## src/rtl/inst_fetch_unit_pkg.sv

```systemverilog
// Shared definitions for the instruction fetch front end and the control unit.
// Holds the fetch state encodings, the default reset PC, the OPcode/Func
// bit positions of an instruction word and the buffered fetch entry layout.
package inst_fetch_unit_pkg;

  typedef enum logic [1:0] {
    ST_FETCH   = 2'd0,  // no request outstanding
    ST_WAIT    = 2'd1,  // one request outstanding, response will be kept
    ST_DISCARD = 2'd2   // one request outstanding, response will be dropped
  } fetch_state_e;

  localparam logic [31:0] RESET_PC_DEFAULT = 32'h0000_3000;

  localparam int OPCODE_MSB = 31;
  localparam int OPCODE_LSB = 26;
  localparam int FUNC_MSB   = 5;
  localparam int FUNC_LSB   = 0;

  // One buffered instruction: the address it was fetched from and the word.
  typedef struct packed {
    logic [31:0] pc;
    logic [31:0] word;
  } fetch_entry_t;

  // Instruction addresses are word aligned; the low two bits are cleared.
  function automatic logic [31:0] align_word(input logic [31:0] addr);
    return addr & ~32'd3;
  endfunction

endpackage

```

## src/rtl/inst_fifo.sv

```systemverilog
// Purpose: synchronous FIFO of {pc, word} fetch entries, flush has priority over push.
// Latency: a pushed entry is visible at the head the cycle after the push.
// Backpressure: push is ignored when full, pop is ignored when empty.
// Ports: clk_i/reset_n_i clock and async active-low reset; push_i/push_dat_i write;
//        pop_i removes the head; flush_i empties; count_o/empty_o/full_o status;
//        head_o is the oldest entry, or zero while empty.
module inst_fifo
  import inst_fetch_unit_pkg::*;
#(
  parameter int DEPTH = 2,
  localparam int AW = $clog2(DEPTH),
  localparam int CW = AW + 1
) (
  input  logic         clk_i,
  input  logic         reset_n_i,
  input  logic         push_i,
  input  fetch_entry_t push_dat_i,
  input  logic         pop_i,
  input  logic         flush_i,
  output logic [CW-1:0] count_o,
  output logic         empty_o,
  output logic         full_o,
  output fetch_entry_t head_o
);

  fetch_entry_t  mem_q [DEPTH];
  logic [AW-1:0] rd_ptr_q, wr_ptr_q;
  logic [CW-1:0] count_q, count_d;
  logic          do_push, do_pop;

  assign empty_o = (count_q == '0);
  assign full_o  = (count_q == CW'(DEPTH));
  assign count_o = count_q;
  assign do_push = push_i && !full_o;
  assign do_pop  = pop_i && !empty_o;
  assign head_o  = empty_o ? '0 : mem_q[rd_ptr_q];

  always_comb begin
    count_d = count_q;
    case ({do_push, do_pop})
      2'b10:   count_d = count_q + CW'(1);
      2'b01:   count_d = count_q - CW'(1);
      default: count_d = count_q;
    endcase
  end

  always_ff @(posedge clk_i or negedge reset_n_i) begin
    if (!reset_n_i) begin
      rd_ptr_q <= '0;
      wr_ptr_q <= '0;
      count_q  <= '0;
    end else if (flush_i) begin
      rd_ptr_q <= '0;
      wr_ptr_q <= '0;
      count_q  <= '0;
    end else begin
      if (do_push) wr_ptr_q <= wr_ptr_q + AW'(1);
      if (do_pop)  rd_ptr_q <= rd_ptr_q + AW'(1);
      count_q <= count_d;
    end
  end

  // Storage needs no reset: the head is masked to zero while empty.
  always_ff @(posedge clk_i) begin
    if (do_push && !flush_i) mem_q[wr_ptr_q] <= push_dat_i;
  end

endmodule

```

## src/rtl/inst_fetch_unit.sv

```systemverilog
// Purpose: fetch PC, single-outstanding instruction memory reads, buffered decode feed.
// Latency: request one cycle after entering FETCH; instruction valid the cycle after rvalid.
// Backpressure: stops issuing while the buffer (including the in-flight slot) is full.
// Ports: clk/reset_n; imem_req/imem_addr/imem_rvalid/imem_rdata to instruction memory;
//        inst_valid/inst_ready/inst_word/inst_pc/inst_opcode/inst_func to decode;
//        redirect_valid/redirect_pc from execute for jumps and taken branches.
module inst_fetch_unit
  import inst_fetch_unit_pkg::*;
#(
  parameter logic [31:0] RESET_PC   = RESET_PC_DEFAULT,
  parameter int          FIFO_DEPTH = 2
) (
  input  logic        clk,
  input  logic        reset_n,
  output logic        imem_req,
  output logic [31:0] imem_addr,
  input  logic        imem_rvalid,
  input  logic [31:0] imem_rdata,
  output logic        inst_valid,
  input  logic        inst_ready,
  output logic [31:0] inst_word,
  output logic [31:0] inst_pc,
  output logic [5:0]  inst_opcode,
  output logic [5:0]  inst_func,
  input  logic        redirect_valid,
  input  logic [31:0] redirect_pc
);

  localparam int CW = $clog2(FIFO_DEPTH) + 1;

  fetch_state_e  state_q, state_d;
  logic [31:0]   fetch_pc_q, fetch_pc_d;
  logic          imem_req_q, imem_req_d;
  logic [31:0]   imem_addr_q, imem_addr_d;
  logic          fifo_push, fifo_pop, fifo_empty, fifo_full;
  logic [CW-1:0] fifo_count;
  fetch_entry_t  fifo_head;
  logic [31:0]   redir_target;

  assign redir_target = align_word(redirect_pc);

  always_comb begin
    state_d     = state_q;
    fetch_pc_d  = fetch_pc_q;
    imem_req_d  = 1'b0;
    imem_addr_d = imem_addr_q;
    fifo_push   = 1'b0;
    case (state_q)
      ST_FETCH: begin
        if (redirect_valid) begin
          fetch_pc_d = redir_target;
        end else if (fifo_count < CW'(FIFO_DEPTH)) begin
          // The free slot is reserved now; only pops change count until the
          // response returns, so the later push always finds room.
          imem_req_d  = 1'b1;
          imem_addr_d = fetch_pc_q;
          state_d     = ST_WAIT;
        end
      end
      ST_WAIT: begin
        if (redirect_valid) begin
          fetch_pc_d = redir_target;
          state_d    = imem_rvalid ? ST_FETCH : ST_DISCARD;
        end else if (imem_rvalid) begin
          fifo_push  = !fifo_full;
          fetch_pc_d = fetch_pc_q + 32'd4;
          state_d    = ST_FETCH;
        end
      end
      ST_DISCARD: begin
        if (redirect_valid) fetch_pc_d = redir_target;
        if (imem_rvalid)    state_d    = ST_FETCH;
      end
      default: state_d = ST_FETCH;
    endcase
  end

  always_ff @(posedge clk or negedge reset_n) begin
    if (!reset_n) begin
      state_q     <= ST_FETCH;
      fetch_pc_q  <= RESET_PC;
      imem_req_q  <= 1'b0;
      imem_addr_q <= RESET_PC;
    end else begin
      state_q     <= state_d;
      fetch_pc_q  <= fetch_pc_d;
      imem_req_q  <= imem_req_d;
      imem_addr_q <= imem_addr_d;
    end
  end

  // A redirect flushes the buffer, so a same-cycle pop is irrelevant.
  assign fifo_pop = inst_valid && inst_ready && !redirect_valid;

  inst_fifo #(.DEPTH(FIFO_DEPTH)) u_fifo (
    .clk_i      (clk),
    .reset_n_i  (reset_n),
    .push_i     (fifo_push),
    .push_dat_i ('{pc: fetch_pc_q, word: imem_rdata}),
    .pop_i      (fifo_pop),
    .flush_i    (redirect_valid),
    .count_o    (fifo_count),
    .empty_o    (fifo_empty),
    .full_o     (fifo_full),
    .head_o     (fifo_head)
  );

  assign imem_req    = imem_req_q;
  assign imem_addr   = imem_addr_q;
  assign inst_valid  = !fifo_empty;
  assign inst_word   = fifo_head.word;
  assign inst_pc     = fifo_head.pc;
  assign inst_opcode = fifo_head.word[OPCODE_MSB:OPCODE_LSB];
  assign inst_func   = fifo_head.word[FUNC_MSB:FUNC_LSB];

endmodule

```

## config.mk

```make
export PLATFORM = sky130hd
export DESIGN_NAME = inst_fetch_unit
export DESIGN_NICKNAME = d
export VERILOG_FILES = /design/src/rtl/inst_fetch_unit_pkg.sv /design/src/rtl/inst_fifo.sv /design/src/rtl/inst_fetch_unit.sv
export SDC_FILE = /design/constraint.sdc
export NUM_CORES = 1
export LEC_CHECK = 0
export ABC_AREA = 1
export BUFFER_PORTS_ARGS = -buffer_cell sky130_fd_sc_hd__buf_2
export CAP_MARGIN = 20
export CELL_PAD_IN_SITES_DETAIL_PLACEMENT = 1
export CELL_PAD_IN_SITES_GLOBAL_PLACEMENT = 2
export CORE_ASPECT_RATIO = 1.2
export CORE_MARGIN = 1
export CORE_UTILIZATION = 33
export CTS_CLUSTER_SIZE = 14
export DETAILED_ROUTE_END_ITERATION = 12
export PLACE_DENSITY_LB_ADDON = 0.1
export SLEW_MARGIN = 20
export SYNTH_ARGS = -nofsm -noshare
export SYNTH_HDL_FRONTEND = slang
export SYNTH_SLANG_ARGS = --single-unit
```

## constraint.sdc

```tcl
create_clock -name clk -period 4.2 [get_ports clk]
set_input_delay 0.63 -clock clk [delete_from_list [all_inputs] [get_ports clk]]
set_output_delay 0.63 -clock clk [all_outputs]
set_load 0.05 [all_outputs]
```

; Word level (Yosys, flattened, before mapping)
; Memories as Yosys holds them, arrays and structs flattened.
; Cells that the tools add are included.
[word_totals]
mem_bits_rw = 128
regBits = 71
output_inout_bits = 110
memories = 1
[classes]
order_cmp = 1
bitwise_logic = 1
mux = 25
eq_ne = 9
add_sub_neg = 5
reduce_logical = 18
[memory_table]
columns = name, words, word_bits, read_ports, rd_ports_with_merged_regs, write_ports, line
row1 = u_fifo.mem_q, 2, 64, 1, 0, 1, inst_fifo.sv:26  ; fetch_entry_t mem_q [DEPTH];
[op_table]
columns = cell, count
row1 = $mux 32, 3
row2 = $mux 64, 1
row3 = $pmux 32 s2, 1
row4 = $add 32x3->32 const B, 1
row5 = $mux 1, 12
row6 = $mux 2, 6
row7 = $eq 2x2->1 const B, 3
row8 = $pmux 2 s3, 1
row9 = $reduce_and 3->1, 2
row10 = $reduce_bool 2->1, 3
row11 = $logic_and 1x1->1, 5
row12 = $eq 2x1->1 const B, 2
row13 = $logic_not 2->1, 2
row14 = $ne 2x2->1 const B, 2
row15 = $pmux 2 s2, 1
row16 = $logic_not 1->1, 3
row17 = $ne 3x3->1 const B, 1
row18 = $reduce_bool 3->1, 1
row19 = $add 1x1->1 const B, 2
row20 = $add 2x1->2 const B, 1
row21 = $lt 2x2->1 const B, 1
row22 = $ne 2x1->1 const B, 1
row23 = $reduce_and 2->1, 1
row24 = $reduce_or 2->1, 1
row25 = 2 further kinds, 2

; Longest topological paths before layout
; Gate-level depths: netlist of the first run.
[logic_depth]
depth_word = 9
mapped_depth = 10
ltp_nobuf = 10

; Modules after synthesis
; From an unflattened synthesis of the first run, not the netlist that was laid out.
[hier_totals]
cells_unflattened = 914
area_unflattened_um2 = 8762.2
[by_module_without_submodules]
columns = module, n_inst, area_per_inst_um2, cells_each, seq_area_each_um2
row1 = inst_fifo, 1, 5047.3, 380, 3943.8
row2 = inst_fetch_unit, 1, 3714.8, 534, 1581.5

; Worst setup path before layout of the first run
; OpenSTA, ideal clock, no wires.
[synth_timing]
path_type = input port to flip-flop
startpoint = input redirect_valid
endpoint = memory u_fifo.mem_q[1][0] (netlist name), enable pin
arrival_ns = 3.694
setup_time_ns = 0.484
slack_ns = 0.022
cell_stages = 5
path_buffers = 0
required_ns = 3.716
path_cell_list = inv_2 -> nand2_1 -> nor2_1 -> nand3_1 -> nor2_1
[synth_via]
elab_chain_len = 6
elab_cells_between_ends = 7
cone_classes = mux: 4 / reduce/logical: 3
[synth_lines]
columns = item, line
row1 = "start, declared", inst_fetch_unit.sv:25  ; input logic redirect_valid,
row2 = $mux 1, inst_fetch_unit.sv:61  ; if (redirect_valid) begin
row3 = $mux 1, inst_fetch_unit.sv:48  ; case (state_q)
row4 = $logic_and 1x1->1, inst_fifo.sv:34  ; assign do_push = push_i && !full_o;
row5 = $logic_and 1x1->1 (*), inst_fifo.sv:65  ; if (do_push && !flush_i) mem_q[wr_ptr_q] <= push_dat_i;
row6 = $mux 1 (*), inst_fifo.sv:65
row7 = $mux 1 (implied by the code) (*), inst_fifo.sv:65
row8 = "end, declared", inst_fifo.sv:26
; Every way passes the cells marked *; elsewhere a longest branch is shown, timed or not.

; Final worst setup path of the first run
[layout_timing]
startpoint = register u_fifo.rd_ptr_q
endpoint = output inst_pc[21]
[layout_via]
elab_chain_len = 2
[layout_lines]
columns = item, line
row1 = "start, declared", inst_fifo.sv:27  ; logic [AW-1:0] rd_ptr_q, wr_ptr_q;
row2 = "start signal, assigned", inst_fifo.sv:58  ; if (do_pop) rd_ptr_q <= rd_ptr_q + AW'(1);
row3 = $mem_v2 2x64, -
row4 = $mux 64, inst_fifo.sv:36  ; assign head_o = empty_o ? '0 : mem_q[rd_ptr_q];
row5 = "end, declared", inst_fetch_unit.sv:22  ; output logic [31:0] inst_pc,
; Every way passes these cells.

==> flow_summary.toml, run 1 <==
[status]
status = "finished clean"

[cts]
cts_hold_buf = 0
cts_setup_buffers = 0
clock_sinks = 191
numCtsBuffers = 17
path_clk_slew_ns = 0.08
cts_tree = "built"
cts_buffer_depth = 2
htreeDepth = 4
ctsResizeCount = 0
insertion_delay_ns = 0.43
clockRootBuffer = "clkbuf_16"

[global_routing]
grt_usage_pct = 18.8
grt_pass1_vias = 6638
grt_max_degree = 68
gr-total-overflow = 0
antenna_found_initial = 0
grt_pass1_wl_um = 37400

[routing]
drc_errors = 0
vias_per_cell = 4.71
wl_per_cell_um = 17.2
vias = 6488
drt-initial-drc-count = 320
firstDrtPassIters = 4
drt.antenna.violating_nets = 0
wirelength_um = 23600

[setup_path]
start_kind = "flip-flop"
cpPeakStageDelay_ns = 0.49
timing.critical_path.required_ns = 3.57
cp-end-kind = "output port"
cp.arrival_ns = 2.31
critical_path.max_fanout = 35
slowest_stage = "inv_2"
cp_cell_sequence = "inv_2, buf_4, nand2_1, a21oi_1, buf_2"
crit_type = "reg2out"

[timing]
rsz0062_at_grt = "false"
tightest_slew_ns = 0.770
clock_skew_ns = 0.0127
post-route-period-util_pct = 70.0
finalCriticalPeriod_ns = 2.94
setup_slack_ns = 1.26
setup_viol = 0
slew_headroom_pct = 48.6
hold_violations = 0
fin_setup_tns_ns = 0
max_freq_ghz = 0.340
maxSlewViolCount = 0

[worst_hold_path]
hold_class = "in2async"

[placed_design]
hpwlAfterDp_um = 16600
portBuffers = 172
dp.cells = 1346
gp_congestion = 0.733
place_ws_ns = 1.48

[power_and_ir_drop]
internal_power_uw = 4010
clockPowerShare_pct = 20.6
pwr-share-comb_pct = 42.0
switchingPower_uw = 3830
seq_power_share_pct = 37.4
leakagePower_uw = 0.00439
peakVddDrop_mv = 0.277
swShare_pct = 48.9
power.density_nw_per_um2 = 766

[finish]
stdcell_count = 1378
diodes = 0
utilization_pct = 41.1
layout_commonest_cell = "nand2_1"
drive_gt1_share_pct = 24.8
final_cell_mix = "306 x nand2_1, 172 x buf_2, 124 x edfxtp_1"
final_nets = 1110
num-fill-cells = 2939
syn_to_final_growth_pct = 20.9

[logic_synthesis]
yosys-top-cells-area = "edfxtp_1 44%, dfrtp_1 19%, nand2_1 14%, a21oi_1 4.0%, nor2_1 3.5%"
ys_ff_latch = 191
syn_inst = 884
synth_area_sq_um = 8460
synth_top_area_cell = "edfxtp_1"
synth_top_area_share_pct = 44.0
ys_types = 32
yosysSeqAreaShare_pct = 63.9
ys.warnings.count = 0
avgSynthCellArea_sq_um = 9.57

[floorplan]
pin_count = 179
num_rows = 63
dieArea_sq_um = 26300
core_sq_um = 24900
die_x_um = 148
start_util_pct = 34.0
die_h_um = 177

[run]
drv_cap = 0
## kinds of logic after synthesis
group,synth area share [%]
fa+ha+maj,0.148
compound gates,7.94
other cells,0.0443
flops,63.9
simple gates,22.4
buf+inv,5.32
xor+xnor,0.207
## synthesized netlist by cell type, drive strengths merged
library cell / n
dfrtp: 63
nand4: 4
nor2: 95
o31ai: 1
conb: 1
xnor2: 1
nand3: 41
ha: 1
nor3: 1
dfstp: 4
nand2: 316
nand3b: 1
buf: 28
or2: 1
o22ai: 4
xor2: 1
inv: 47
a22oi: 3
a31oi: 1
o21ai: 54
a21oi: 68
edfxtp: 124
clkbuf: 24
## critical path: cells and delay by family (launching register included)
family	cells	cell delay (ns)
simple gates	1	0.07
compound gates	1	0.22
flops	1	0.41
buf+inv	3	1.15
## worst paths after layout
kind / start / to / slack, ns / depth (start not counted)
worst max-delay path: u_fifo.rd_ptr_q / inst_pc[21] / 1.26 / 5
worst min-delay path: reset_n / imem_addr[26] / 0.20 / 2
worst max register to register: u_fifo.count_o[0] / u_fifo.mem_q[1][7] / 1.96 / 5
worst min register to register: imem_addr[5] / imem_addr[5] / 0.49 / 2
max in group asynchronous: reset_n / fetch_pc_q[13] / 3.62 / 2
min in group clk: imem_rdata[18] / u_fifo.mem_q[1][18] / 0.38 / 1
## power groups by stage
stage	clock [uW]	combinational (uW)	sequential (uW)
2_1_floorplan	0	2060	3280
3_3_place_gp	0	3310	2960
3_5_place_dp	0	3340	2970
4_1_cts	1660	3350	2930
5_1_grt	1730	3590	2990
6_report	1610	3290	2930
## final cells by class
class	instances	area, sq um	share of cell area (%)
Inverter	47	176	1.72
Clock inverter	14	158	1.54
Sequential cell	191	5410	52.9
Timing Repair Buffer	186	1020	9.93
Multi-Input combinational cell	597	2640	25.8
Tap cell	325	407	3.98
Clock buffer	18	429	4.20
## per-stage QoR
stage | power [uW] | cell area [sq um] | hold WS, ns
finish | 7830 | 10200 | 0.202
global route | 8310 | 10200 | 0.212
CTS | 7940 | 10200 | 0.222
detailed placement | 6310 | 9640 | 0.467
global placement | 6270 | 9640 | 0.463
floorplan | 5340 | 8470 | 0.334
## layer usage
layer	vias to the layer above	global-route usage, %	share of wire (%)
met5	-	0	0
met1	3128	24.1	44
met2	127	32.7	51
met3	15	3.73	4.0
li1	3218	-	-
met4	0	4.17	0.81
## flip-flops by register name, summed over array words and instances, names as in the netlist
name / cells
u_fifo.wr_ptr_q: 1
u_fifo.mem_q: 124
fetch_pc_q: 30
imem_addr: 30
state_q: 2
u_fifo.count_o: 2
imem_req: 1
u_fifo.rd_ptr_q: 1
Power figures use the tool's default switching activity.
==> run 2, diff against run 1 <==
CORE_UTILIZATION = 30   (was 33)
clock period = 2.7 ns   (was 4.2 ns; I/O delays follow)
==> run 2 against run 1 <==
Final area grew 0.87%. Flip-flop and latch count did not move. Non-clock buffer count grew 3. Critical path depth fell by 1. Clock skew hardly changed. Power up 55%. Cell count increased by 3.8%. Clock-buffer cell count shrank 1. Via count decreased by 0.29%. Register-to-register slack worse by 1.2 ns. Die area up 9.9%.
==> flow_summary.toml, run 2 (same netlist as run 1, synthesis figures left out) <==
[global_routing]
grt_usage_pct = 17.4
gr-total-overflow = 0
antenna_found_initial = 0
grt_pass1_wl_um = 37300
grt_max_degree = 68
grt_pass1_vias = 6729

[finish]
final_nets = 1113
drive_gt1_share_pct = 24.7
layout_commonest_cell = "nand2_1"
largest_register_ffs = 124
diodes = 0
final_cell_mix = "306 x nand2_1, 172 x buf_2, 124 x edfxtp_1"
top_register = "u_fifo.mem_q"
syn_to_final_growth_pct = 21.9
finalInstanceArea_sq_um = 10300

[cts]
cts_buffer_depth = 2
ctsResizeCount = 0
cts_tree = "built"
clock_sinks = 191
htreeDepth = 4
insertion_delay_ns = 0.44
numCtsBuffers = 17
clockRootBuffer = "clkbuf_16"
path_clk_slew_ns = 0.07

[timing]
fin_setup_tns_ns = 0
maxSlewViolCount = 0
clock_skew_ns = 0.0125
post-route-period-util_pct = 92.6
tightest_slew_ns = 0.711
hold_violations = 0
setup_viol = 0
max_freq_ghz = 0.400
whs_ns = 0.152
finalCriticalPeriod_ns = 2.50
rsz0062_at_grt = "false"
slew_headroom_pct = 52.6

[routing]
drt-initial-drc-count = 308
firstDrtPassIters = 4
drc_errors = 0
drt.antenna.violating_nets = 0
vias = 6469
wl_per_cell_um = 16.7
wirelength_um = 23900
vias_per_cell = 4.52

[power_and_ir_drop]
totalPowerFinal_uw = 12200
swShare_pct = 48.2
leakagePower_uw = 0.00439
pwr-share-comb_pct = 42.5
internal_power_uw = 6310
seq_power_share_pct = 37.4
peakVddDrop_mv = 0.610
power.density_nw_per_um2 = 1180
switchingPower_uw = 5860
clockPowerShare_pct = 20.1

[worst_hold_path]
hold_class = "in2reg"
holdPathStages = 1
holdCritStartpoint = "imem_rdata[11]"
min_to = "u_fifo.mem_q[1][11]"

[floorplan]
dieArea_sq_um = 28900
die_h_um = 186
num_rows = 66
pin_count = 179
core_sq_um = 27400
start_util_pct = 30.9
die_x_um = 155

[setup_path]
rrSetupSlack_ns = 0.76
reg2reg_depth = 9
timing.critical_path.required_ns = 2.30
cp-end-kind = "output port"
reg2reg_to = "u_fifo.count_o[0]"
crit_type = "reg2out"
critical_path.max_fanout = 62
reg2reg_from = "u_fifo.count_o[0]"
cp.arrival_ns = 2.09
start_kind = "flip-flop"

[placed_design]
portBuffers = 172
hpwlAfterDp_um = 16700
gp_congestion = 0.753
place_area_sq_um = 9740

[status]
status = "finished clean"

[run]
drv_cap = 0
[run 2: routing by layer]
| metal | share of wire [%] | wire (um) | up-vias | global-route usage [%] |
|---|---|---|---|---|
| li1 | - | - | 3223 | - |
| met1 | 45 | 10800 | 3100 | 21.8 |
| met2 | 49 | 11800 | 125 | 30.0 |
| met3 | 3.4 | 802 | 21 | 3.35 |
| met4 | 1.8 | 438 | 0 | 5.80 |
| met5 | 0 | 0 | - | 0 |
[run 2: worst max path at each step]
stage,from,to,slack (ns),cells after the start
3_5_place_dp,u_fifo.rd_ptr_q,inst_pc[18],0.58,4
5_1_grt,u_fifo.rd_ptr_q,inst_pc[21],0.07,4
2_1_floorplan,redirect_valid,u_fifo.mem_q[1][0],-0.23,5
3_3_place_gp,u_fifo.rd_ptr_q,inst_pc[8],0.59,4
4_1_cts,u_fifo.rd_ptr_q,inst_pc[18],0.09,4
6_report,u_fifo.rd_ptr_q,inst_pc[18],0.20,4
[run 2: timing repair]
action                    in CTS  in global routing
hold endpoints to repair      48                  0
hold buffers                   1                  0
buffers inserted               0                  0
[run 2: cell type report]
type | count | area (sq um)
Clock buffer | 17 | 425
Multi-Input combinational cell | 597 | 2640
Timing Repair Buffer | 189 | 1070
Inverter | 47 | 176
Clock inverter | 15 | 139
Sequential cell | 191 | 5410
Fill cell | 3209 | 17100
Tap cell | 374 | 468
[run 2: power by group through the flow]
stage          Sequential (uW)  Clock, uW  Combinational [uW]
2_1_floorplan             5100          0                3200
3_3_place_gp              4610          0                5220
3_5_place_dp              4630          0                5270
4_1_cts                   4570       2540                5280
5_1_grt                   4670       2630                5650
6_report                  4560       2440                5170
[run 2: worst max-delay path, stage by stage, from the launching register on]
cell and delay (ns):
dfrtp_2 0.37, buf_4 0.56, nand2_1 0.11, a21oi_1 0.29, buf_2 0.32
[run 2: per-stage QoR]
step	worst slack, ns	util (%)	instances
floorplan	-0.231	-	887
global placement	0.590	35.5	1397
detailed placement	0.582	35.5	1397
CTS	0.0919	37.6	1430
global route	0.0687	37.6	1430
finish	0.201	37.6	1430
